--- config.mk ---
export PLATFORM = sky130hd
export DESIGN_NAME = sobel_frame_arbiter
export DESIGN_NICKNAME = d
export VERILOG_FILES = /design/src/rtl/sobel_frame_arbiter_pkg.sv /design/src/rtl/sobel_rr_pick.sv /design/src/rtl/sobel_frame_arbiter.sv
export SDC_FILE = /design/constraint.sdc
export NUM_CORES = 1
export LEC_CHECK = 0
export ABC_CLOCK_PERIOD_IN_PS = 4800
export CORE_UTILIZATION = 36
export CTS_CLUSTER_DIAMETER = 200
export DETAILED_ROUTE_END_ITERATION = 12
export GPL_TIMING_DRIVEN = 0
export PLACE_DENSITY = 0.85
export SYNTH_ARGS = -nofsm -noshare
export SYNTH_HDL_FRONTEND = slang
export SYNTH_SLANG_ARGS = --single-unit
--- constraint.sdc ---
create_clock -name i_clk -period 4.8 [get_ports i_clk]
set_clock_uncertainty 0.2 [all_clocks]
set_input_delay 0.96 -clock i_clk [delete_from_list [all_inputs] [get_ports i_clk]]
set_output_delay 0.96 -clock i_clk [all_outputs]
set_load 0.1 [all_outputs]
--- src/rtl/sobel_frame_arbiter_pkg.sv ---
// Shared types for the two-requester Sobel frame arbiter: pixel word, FSM states,
// requester count and the counter-width helper.
package sobel_frame_arbiter_pkg;

  localparam int NUM_REQ = 2;

  typedef logic [23:0] pixel_t;

  typedef enum logic [1:0] {
    IDLE  = 2'd0,
    FEED  = 2'd1,
    DRAIN = 2'd2
  } state_e;

  function automatic int cnt_w(input int a, input int b);
    return $clog2(((a > b) ? a : b) + 1);
  endfunction

endpackage

--- src/rtl/sobel_rr_pick.sv ---
// Two-way round-robin pick: the pointed-at requester wins if valid, else the other.
module sobel_rr_pick
  import sobel_frame_arbiter_pkg::*;
(
  input  logic [NUM_REQ-1:0] i_vld,
  input  logic               i_ptr,
  output logic [NUM_REQ-1:0] o_grant
);

  always_comb begin
    o_grant = '0;
    if (i_vld[i_ptr])       o_grant[i_ptr]  = 1'b1;
    else if (i_vld[~i_ptr]) o_grant[~i_ptr] = 1'b1;
  end

endmodule

--- src/rtl/sobel_frame_arbiter.sv ---
// Frame arbiter: grants one requester a whole frame (IN_LEN pixels out, OUT_LEN
// results back) with zero-latency passthrough in both directions.
module sobel_frame_arbiter
  import sobel_frame_arbiter_pkg::*;
#(
  parameter int IN_LEN  = 9,
  parameter int OUT_LEN = 1
) (
  input  logic        i_clk,
  input  logic        i_rst,
  input  logic        i_req0_vld,
  input  pixel_t      i_req0_data,
  output logic        o_req0_busy,
  input  logic        i_req1_vld,
  input  pixel_t      i_req1_data,
  output logic        o_req1_busy,
  output logic        o_rgb_vld,
  output pixel_t      o_rgb_data,
  input  logic        i_rgb_busy,
  input  logic        i_result_vld,
  input  pixel_t      i_result_data,
  output logic        o_result_busy,
  output logic        o_rsp0_vld,
  output pixel_t      o_rsp0_data,
  input  logic        i_rsp0_busy,
  output logic        o_rsp1_vld,
  output pixel_t      o_rsp1_data,
  input  logic        i_rsp1_busy,
  output logic [1:0]  o_grant,
  output logic [15:0] o_frames_done
);

  localparam int            CW       = cnt_w(IN_LEN, OUT_LEN);
  localparam logic [CW-1:0] IN_LAST  = CW'(IN_LEN - 1);
  localparam logic [CW-1:0] OUT_LAST = CW'(OUT_LEN - 1);
  localparam logic [CW-1:0] OUT_MAX  = CW'(OUT_LEN);

  state_e               r_state, w_state_nxt;
  logic                 r_ptr;
  logic [CW-1:0]        r_in_cnt, r_out_cnt;
  logic [NUM_REQ-1:0]   r_grant;
  logic [15:0]          r_frames_done;

  logic [NUM_REQ-1:0]   w_pick;
  logic                 w_owner;
  logic                 w_owner_vld, w_owner_rsp_busy;
  pixel_t               w_owner_data;
  logic                 w_out_done, w_out_fin;
  logic                 w_in_xfer, w_out_xfer, w_start, w_frame_end;

  sobel_rr_pick u_pick (
    .i_vld   ({i_req1_vld, i_req0_vld}),
    .i_ptr   (r_ptr),
    .o_grant (w_pick)
  );

  // grant is only consulted outside IDLE, where it is one-hot
  assign w_owner          = r_grant[1];
  assign w_owner_vld      = w_owner ? i_req1_vld  : i_req0_vld;
  assign w_owner_data     = w_owner ? i_req1_data : i_req0_data;
  assign w_owner_rsp_busy = w_owner ? i_rsp1_busy : i_rsp0_busy;
  assign w_out_done       = (r_out_cnt == OUT_MAX);

  assign o_grant       = r_grant;
  assign o_frames_done = r_frames_done;

  always_ff @(posedge i_clk or negedge i_rst) begin
    if (!i_rst) r_state <= IDLE;
    else        r_state <= w_state_nxt;
  end

  always_comb begin
    w_state_nxt   = r_state;
    w_start       = 1'b0;
    w_frame_end   = 1'b0;
    w_in_xfer     = 1'b0;
    w_out_xfer    = 1'b0;
    w_out_fin     = 1'b0;
    o_req0_busy   = 1'b1;
    o_req1_busy   = 1'b1;
    o_rgb_vld     = 1'b0;
    o_rgb_data    = w_owner_data;
    o_result_busy = 1'b1;
    o_rsp0_vld    = 1'b0;
    o_rsp1_vld    = 1'b0;
    o_rsp0_data   = i_result_data;
    o_rsp1_data   = i_result_data;

    if (r_state == FEED) begin
      o_rgb_vld = w_owner_vld;
      if (w_owner) o_req1_busy = i_rgb_busy;
      else         o_req0_busy = i_rgb_busy;
      w_in_xfer = w_owner_vld & ~i_rgb_busy;
    end

    // result path stays open until OUT_LEN results have been taken
    if ((r_state == FEED || r_state == DRAIN) && !w_out_done) begin
      o_result_busy = w_owner_rsp_busy;
      if (w_owner) o_rsp1_vld = i_result_vld;
      else         o_rsp0_vld = i_result_vld;
      w_out_xfer = i_result_vld & ~w_owner_rsp_busy;
    end
    w_out_fin = w_out_done | (w_out_xfer & (r_out_cnt == OUT_LAST));

    case (r_state)
      IDLE: begin
        if (|w_pick) begin
          w_state_nxt = FEED;
          w_start     = 1'b1;
        end
      end
      FEED: begin
        if (w_in_xfer && r_in_cnt == IN_LAST) begin
          if (w_out_fin) begin
            w_state_nxt = IDLE;
            w_frame_end = 1'b1;
          end else begin
            w_state_nxt = DRAIN;
          end
        end
      end
      DRAIN: begin
        if (w_out_fin) begin
          w_state_nxt = IDLE;
          w_frame_end = 1'b1;
        end
      end
      default: w_state_nxt = IDLE;
    endcase
  end

  always_ff @(posedge i_clk or negedge i_rst) begin
    if (!i_rst) begin
      r_ptr         <= 1'b0;
      r_grant       <= '0;
      r_in_cnt      <= '0;
      r_out_cnt     <= '0;
      r_frames_done <= '0;
    end else begin
      if (w_start) r_grant <= w_pick;
      if (w_frame_end) begin
        r_in_cnt      <= '0;
        r_out_cnt     <= '0;
        r_ptr         <= ~w_owner;
        r_grant       <= '0;
        r_frames_done <= r_frames_done + 16'd1;
      end else begin
        if (w_in_xfer)  r_in_cnt  <= r_in_cnt + CW'(1);
        if (w_out_xfer) r_out_cnt <= r_out_cnt + CW'(1);
      end
    end
  end

endmodule

After elaboration in Yosys (flattened, before gate mapping)
Index checks and enable logic that the tools add are counted.
{ "totals": {"latchBits": 0, "input_bits": 80, "register_bits": 29, "output_inout_bits": 96, "mem_count": 0, "ram_bits": 0, "mem_bits_ro": 0} }
{ "op_classes": {"div_mod_pow": 0, "n_mux": 41, "eq_ne": 7, "n_lt_le_gt_ge": 4, "n_addsub": 3, "reduce_logical": 13, "n_bitwise": 8, "n_shift": 0, "n_mul": 0} }
{ "ops": {"columns": ["operator", "count"], "rows": [
  ["1-bit two-way mux", 24],
  ["24-bit two-way mux", 1],
  ["16-bit by 1-bit adder with 16-bit output, second input constant", 1],
  ["2-bit two-way mux", 8],
  ["4-bit two-way mux", 4],
  ["4-bit by 1-bit adder with 4-bit output, second input constant", 2],
  ["2-bit case mux with 3 select lines", 1],
  ["2-bit nonzero test", 3],
  ["4-bit by 1-bit equality test with 1-bit output, second input constant", 1],
  ["4-bit equality test, second input constant", 1],
  ["1-bit logical AND", 4],
  ["4-bit logical NOT", 1],
  ["1-bit by 2-bit less-than comparator with 1-bit output, second input constant", 2],
  ["2-bit != test, second input constant", 2],
  ["1-bit inverter", 4],
  ["1-bit AND", 3],
  ["3-bit AND reduction", 1],
  ["1-bit demux with 1-bit select", 2],
  ["2-bit by 1-bit equality test with 1-bit output, second input constant", 1],
  ["2-bit equality test, second input constant", 1],
  ["1-bit >= comparator, second input constant", 2],
  ["2-bit logical NOT", 1],
  ["2-bit by 1-bit != test with 1-bit output, second input constant", 1],
  ["1-bit case mux with 2 select lines", 1],
  ["4 further kinds", 4]
]} }

Logic depth before layout (Yosys ltp)
Gate-level depths: netlist of the first run.
{ "logic_depth": {"ltp_word": 12, "ltp_mapped": 8, "depth_no_buf": 7} }

By module
A second synthesis of the first run with hierarchy kept.
{ "unflattened": {"cells_unflattened": 232, "hier_area_um2": 2217.1} }
{ "modules_own_cells": {"columns": ["mod", "area_each_um2", "n_inst", "cells_per_inst"], "rows": [
  ["sobel_frame_arbiter", 2198.4, 1, 229],
  ["sobel_rr_pick", 18.8, 1, 3]
]} }

Worst setup path before layout of the first run
No wires, ideal clock.
{ "synth_timing": {"path_type": "register to output", "startpoint": "register r_grant[1] (netlist: o_grant[1])", "endpoint": "output o_rsp1_vld", "n_path_buf": 2, "slack_ns": 0.564, "arrival_time_ns": 3.076, "stages_incl_launch_ff": 5, "required_time_ns": 3.640, "cell_sequence": "dfrtp_1 -> buf_1 -> buf_1 -> inv_1 -> nor2_1"} }
{ "synth_via": {"elab_chain_cells": 2} }
{ "synth_lines": {"columns": ["item", "line_no", "source"], "rows": [
  ["start, declared", "sobel_frame_arbiter.sv:41", "logic [NUM_REQ-1:0] r_grant;"],
  ["start signal, assigned", "sobel_frame_arbiter.sv:140", "if (w_start) r_grant <= w_pick;"],
  ["1-bit two-way mux", "sobel_frame_arbiter.sv:99", "if (w_owner) o_rsp1_vld = i_result_vld;"],
  ["1-bit two-way mux", "sobel_frame_arbiter.sv:97", "if ((r_state == FEED || r_state == DRAIN) && !w_out_done) begin"],
  ["end, declared", "sobel_frame_arbiter.sv:26", "output logic o_rsp1_vld,"]
]} }
Every way passes these cells.

Worst setup path in the final report of the first run
{ "layout_timing": {"startpoint": "register r_grant[1] (netlist: o_grant[1])", "endpoint": "output o_rgb_data[18]"} }
{ "layout_via": {"elab_chain_cells": 1} }
{ "layout_lines": {"columns": ["item", "line_no", "source"], "rows": [
  ["24-bit two-way mux", "sobel_frame_arbiter.sv:60", "assign w_owner_data = w_owner ? i_req1_data : i_req0_data;"],
  ["end, declared", "sobel_frame_arbiter.sv:18", "output pixel_t o_rgb_data,"]
]} }
Every way passes these cells.

==> results.sh, run 1 <==
export IMPL_synth_area_per_cell_sq_um=9.72
export IMPL_power_density_nw_per_um2=535
export IMPL_multi_input_area_sq_um=1030
export IMPL_cts_setup_buffers=0
export IMPL_start_kind="flip-flop"
export IMPL_hp_class="flip-flop to flip-flop"
export IMPL_drive_gt1_frac=0.230
export IMPL_final_common_cell="clkdlybuf4s50_1"
export IMPL_cts_sinks=29
export IMPL_n_antenna_cell=0
export IMPL_synthDistinctLibCells=31
export IMPL_dieArea_sq_um=6360
export IMPL_fillers=447
export IMPL_die_height_microns=79.8
export IMPL_gp_congestion=0.822
export IMPL_grt_pass1_vias=2029
export IMPL_netlist_area_sq_um=2180
export IMPL_numCtsBuffers=5
export IMPL_tightest_slew_ps=1010
export IMPL_synth_fp_nets=313
export IMPL_crit_fanout=10
export IMPL_die_width_microns=79.8
export IMPL_ys_seq_area_frac=0.333
export IMPL_cp_arrival_ps=2990
export IMPL_firstDrtPassIters=4
export IMPL_setup_viol=0
export IMPL_grt_pass1_wl_microns=9820
export IMPL_rsz0062_at_grt="no"
export IMPL_slew_violations=0
export IMPL_timing_hold_ws_ps=282
export IMPL_via_per_inst=4.60
export IMPL_finalPower_mw=2.06
export IMPL_synth_top_area_frac=0.333
export IMPL_fin_area_sq_um=3860
export IMPL_drcViolationCount=0
export IMPL_dp_cells=447
export IMPL_crit_type="flip-flop to output pin"
export IMPL_ys_ff_latch=29
export IMPL_setup_ws_ps=652
export IMPL_seqCellArea_sq_um=726
export IMPL_finalCriticalPeriod_ps=4150
export IMPL_rows=27
export IMPL_status="complete, no violations"
export IMPL_place_area_sq_um=3780
export IMPL_maxCapViolations=0
export IMPL_area_growth_syn_to_layout_pct=77.3
export IMPL_dp_slack_ps=750
export IMPL_cp_required_ps=3640
export IMPL_grt_use_total=0.202
export IMPL_grt_max_degree=30
export IMPL_cts_tree="built"
export IMPL_cts_root_buf="clkbuf_8"
export IMPL_vias=2093
export IMPL_dp_hpwl_microns=5550
export IMPL_end_kind="output pin"
export IMPL_stdcell_count=455
export IMPL_portBuffers=151
export IMPL_p_leak_nw=1.67
export IMPL_drt_iter0_drc=48
export IMPL_slew_headroom=0.322
export IMPL_finalCritPeriodShare=0.864
export IMPL_ir_drop_v=0.000348
export IMPL_core_area_sq_um=5680
export IMPL_yosysTopAreaCell="dfrtp_1"
export IMPL_finalNetCount=471
export IMPL_wl_microns=6640
export IMPL_grt_remaining_overflow=0
export IMPL_htree_levels=2
export IMPL_antenna_found_initial=0
export IMPL_clkSlewWorstSetupHoldPaths_ps=60
export IMPL_clock_tree_buffer_depth=2
export IMPL_cts_resized_gates=0
export IMPL_cts_hold_buf=0
export IMPL_yosysWarnings=0
export IMPL_ant_nets=0
export IMPL_tns_ps=0
export IMPL_fmax_mhz=241
export IMPL_hold_viol=0
export IMPL_synth_cells=224
export IMPL_synth_area_top_cells="dfrtp_1, buf_4, mux2_2"
export IMPL_boundaryPins=176
export IMPL_fin_util=0.680
export IMPL_initial_utilization=0.384
export IMPL_worstSkewPairLatency_ps=280
export IMPL_wl_per_cell_microns=14.6
export IMPL_final_cell_mix="clkdlybuf4s50_1, buf_4, dfrtp_1"
## critical path: stages, from the launching register on
cell and delay (ps):
dfrtp_1 460, buf_1 430, buf_1 440, mux2_2 250, clkdlybuf4s50_1 1130
## state kept, by name, indices dropped and copies added (netlist names)
name,flops
o_grant,2
r_out_cnt,4
o_frames_done,16
r_in_cnt,4
r_ptr,1
r_state,2
## cell type report
class	instances	share of cell area
timing repair buffer	151	0.390
multi-input combinational	132	0.267
sequential	29	0.188
buffer	53	0.0992
tap	72	0.0233
clock buffer	5	0.0178
inverter	10	0.00972
clock inverter	3	0.00454
## Yosys cell counts
cell type	number
nand2_1	16
or3b_2	1
nand3_1	8
dfrtp_1	29
xor2_1	5
o41a_1	1
or4_1	2
and4_1	1
o32ai_1	1
and3_1	3
nor3_4	1
nand2b_1	1
a41oi_1	1
o21a_1	1
inv_1	10
buf_1	3
clkbuf_1	1
a22oi_1	1
nor3_1	2
nand3b_1	1
mux2i_1	4
nand4_1	4
nor4b_4	1
nor4b_2	1
a31oi_1	1
mux2_2	26
xnor2_1	16
nor2_1	19
ha_1	9
a21oi_1	5
buf_4	49
## where the power goes
| part | internal (mW) | switching [mW] |
|---|---|---|
| combinational | 0.423 | 1.09 |
| clock | 0.0997 | 0.0961 |
| sequential | 0.295 | 0.0548 |
| total | 0.818 | 1.25 |
## path summary, 6_finish.rpt
| path | start | end | slack (ps) | cells after the start |
|---|---|---|---|---|
| min in group asynchronous | i_rst | o_frames_done[11] | 500 | 1 |
| max | o_grant[1] | o_rgb_data[18] | 650 | 4 |
| max reg2reg | r_state[1] | o_frames_done[10] | 2410 | 7 |
| min reg2reg | o_frames_done[15] | o_frames_done[15] | 280 | 1 |
| max in group asynchronous | i_rst | r_ptr | 3480 | 1 |
| min | o_frames_done[15] | o_frames_done[15] | 280 | 1 |
## routing by layer
layer | vias to the layer above | track usage | wire length, microns
li1 | 1015 | - | -
met3 | 7 | 0.0651 | 596
met5 | - | 0 | 0
met1 | 989 | 0.211 | 2320
met4 | 0 | 0.0500 | 77
met2 | 82 | 0.387 | 3640
## cell families (layout without fill, tap and decap cells)
group / Yosys count / count (layout) / synth area share
AO/OA/AOI/OAI: 11 / 11 / 0.0345
XOR/XNOR: 21 / 21 / 0.0845
adder cells (fa/ha/maj): 9 / 9 / 0.0517
buffers and inverters: 63 / 222 / 0.193
flip-flops: 29 / 29 / 0.333
multiplexers: 30 / 30 / 0.153
AND/OR/NAND/NOR: 61 / 61 / 0.150
(Power assumes the default switching activity.)
==> inputs of run 2 (changes only) <==
--- a/config.mk
+++ b/config.mk
@@ -9,8 +9,10 @@
 export CORE_UTILIZATION = 36
 export CTS_CLUSTER_DIAMETER = 200
 export DETAILED_ROUTE_END_ITERATION = 12
+export GPL_ROUTABILITY_DRIVEN = 0
 export GPL_TIMING_DRIVEN = 0
 export PLACE_DENSITY = 0.85
+export SLEW_MARGIN = 20
 export SYNTH_ARGS = -nofsm -noshare
 export SYNTH_HDL_FRONTEND = slang
 export SYNTH_SLANG_ARGS = --single-unit
==> results.sh, run 2 (synthesis results as in run 1) <==
export IMPL_ant_nets=0
export IMPL_maxCapViolations=0
export IMPL_largest_reg_flops=16
export IMPL_grt_pass1_vias=2029
export IMPL_crit_type="flip-flop to output pin"
export IMPL_grt_max_degree=30
export IMPL_drcViolationCount=0
export IMPL_tightest_slew_ps=1010
export IMPL_end_kind="output pin"
export IMPL_area_growth_syn_to_layout_pct=76.7
export IMPL_dieArea_sq_um=6360
export IMPL_status="complete, no violations"
export IMPL_finalCritPeriodShare=0.865
export IMPL_grt_pass1_wl_microns=9710
export IMPL_hold_viol=0
export IMPL_crit_fanout=10
export IMPL_fin_util=0.678
export IMPL_final_common_cell="clkdlybuf4s50_1"
export IMPL_vias=2075
export IMPL_n_antenna_cell=0
export IMPL_hp_class="flip-flop to flip-flop"
export IMPL_cts_resized_gates=0
export IMPL_via_per_inst=4.58
export IMPL_tns_ps=0
export IMPL_portBuffers=151
export IMPL_cts_setup_buffers=0
export IMPL_rsz0062_at_grt="no"
export IMPL_grt_use_total=0.200
export IMPL_ir_drop_v=0.000348
export IMPL_p_leak_nw=1.66
export IMPL_dp_hpwl_microns=5570
export IMPL_numCtsBuffers=5
export IMPL_boundaryPins=176
export IMPL_drive_gt1_frac=0.226
export IMPL_drt_iter0_drc=50
export IMPL_worstSkewPairLatency_ps=290
export IMPL_slew_headroom=0.323
export IMPL_finalCriticalPeriod_ps=4150
export IMPL_power_density_nw_per_um2=532
export IMPL_htree_levels=2
export IMPL_finalNetCount=471
export IMPL_wl_per_cell_microns=14.6
export IMPL_core_area_sq_um=5680
export IMPL_grt_remaining_overflow=0
export IMPL_clock_tree_buffer_depth=2
export IMPL_die_width_microns=79.8
export IMPL_antenna_found_initial=0
export IMPL_rows=27
export IMPL_firstDrtPassIters=4
export IMPL_start_kind="flip-flop"
export IMPL_clkSlewWorstSetupHoldPaths_ps=60
export IMPL_cp_arrival_ps=2990
export IMPL_fmax_mhz=241
export IMPL_die_height_microns=79.8
export IMPL_cts_tree="built"
export IMPL_cts_hold_buf=0
export IMPL_wl_microns=6620
export IMPL_slew_violations=0
export IMPL_cts_sinks=29
export IMPL_initial_utilization=0.384
export IMPL_cts_root_buf="clkbuf_8"
export IMPL_setup_viol=0
export IMPL_final_cell_mix="clkdlybuf4s50_1, buf_4, dfrtp_1"
export IMPL_cp_required_ps=3640
run 2: changes by cell type in the layout (fill, tap and decap cells not counted), sizes merged:
cell	previous run	this run
clkinv	2	1
clkinvlp	1	0
run 2: area by class of cell:
cell class / instances / area, sq um
plain buffers: 53 / 383
clock buffers: 5 / 68.8
clock inverters: 1 / 5.00
fillers: 438 / 1830
inverters: 10 / 37.5
multi-input cells: 132 / 1030
flip-flops and latches: 29 / 726
well taps: 72 / 90.1
repair buffers: 151 / 1510
run 2: power by group:
part	internal (mW)	switching (mW)
logic	0.424	1.09
clock network	0.0949	0.0854
registers	0.295	0.0547
total	0.814	1.23
run 2: critical path: stages (launching register included):
cell	delay, ps
dfrtp_1	450
buf_1	440
buf_1	440
inv_1	120
nor2_1	120
clkdlybuf4s50_1	1150
run 2: final timing paths:
path / depth (start not counted) / start / slack, ps / to
max: 5 / o_grant[1] / 650 / o_rsp1_vld
min: 1 / o_frames_done[15] / 280 / o_frames_done[15]
min in group asynchronous: 1 / i_rst / 490 / o_frames_done[1]
min reg2reg: 1 / o_frames_done[15] / 280 / o_frames_done[15]
max reg2reg: 7 / r_state[1] / 2430 / o_frames_done[13]
max in group asynchronous: 1 / i_rst / 3470 / o_grant[1]
run 2: metal layers:
metal / track usage / share of wire / vias to the layer above
li1: - / - / 1013
met2: 0.370 / 0.54 / 88
met1: 0.211 / 0.35 / 966
met3: 0.0709 / 0.099 / 8
met5: 0 / 0 / -
met4: 0.0554 / 0.013 / 0
run 2: stage by stage:
stage	cell area, sq um	setup slack (ps)	hold slack, ps	power (mW)	instances
after floorplan	2180	564	296	1.54	224
after global placement	3780	746	266	1.85	447
after detailed placement	3770	733	262	1.88	447
after CTS	3850	625	281	2.06	453
after global routing	3850	455	303	2.14	453
final	3850	646	282	2.05	453
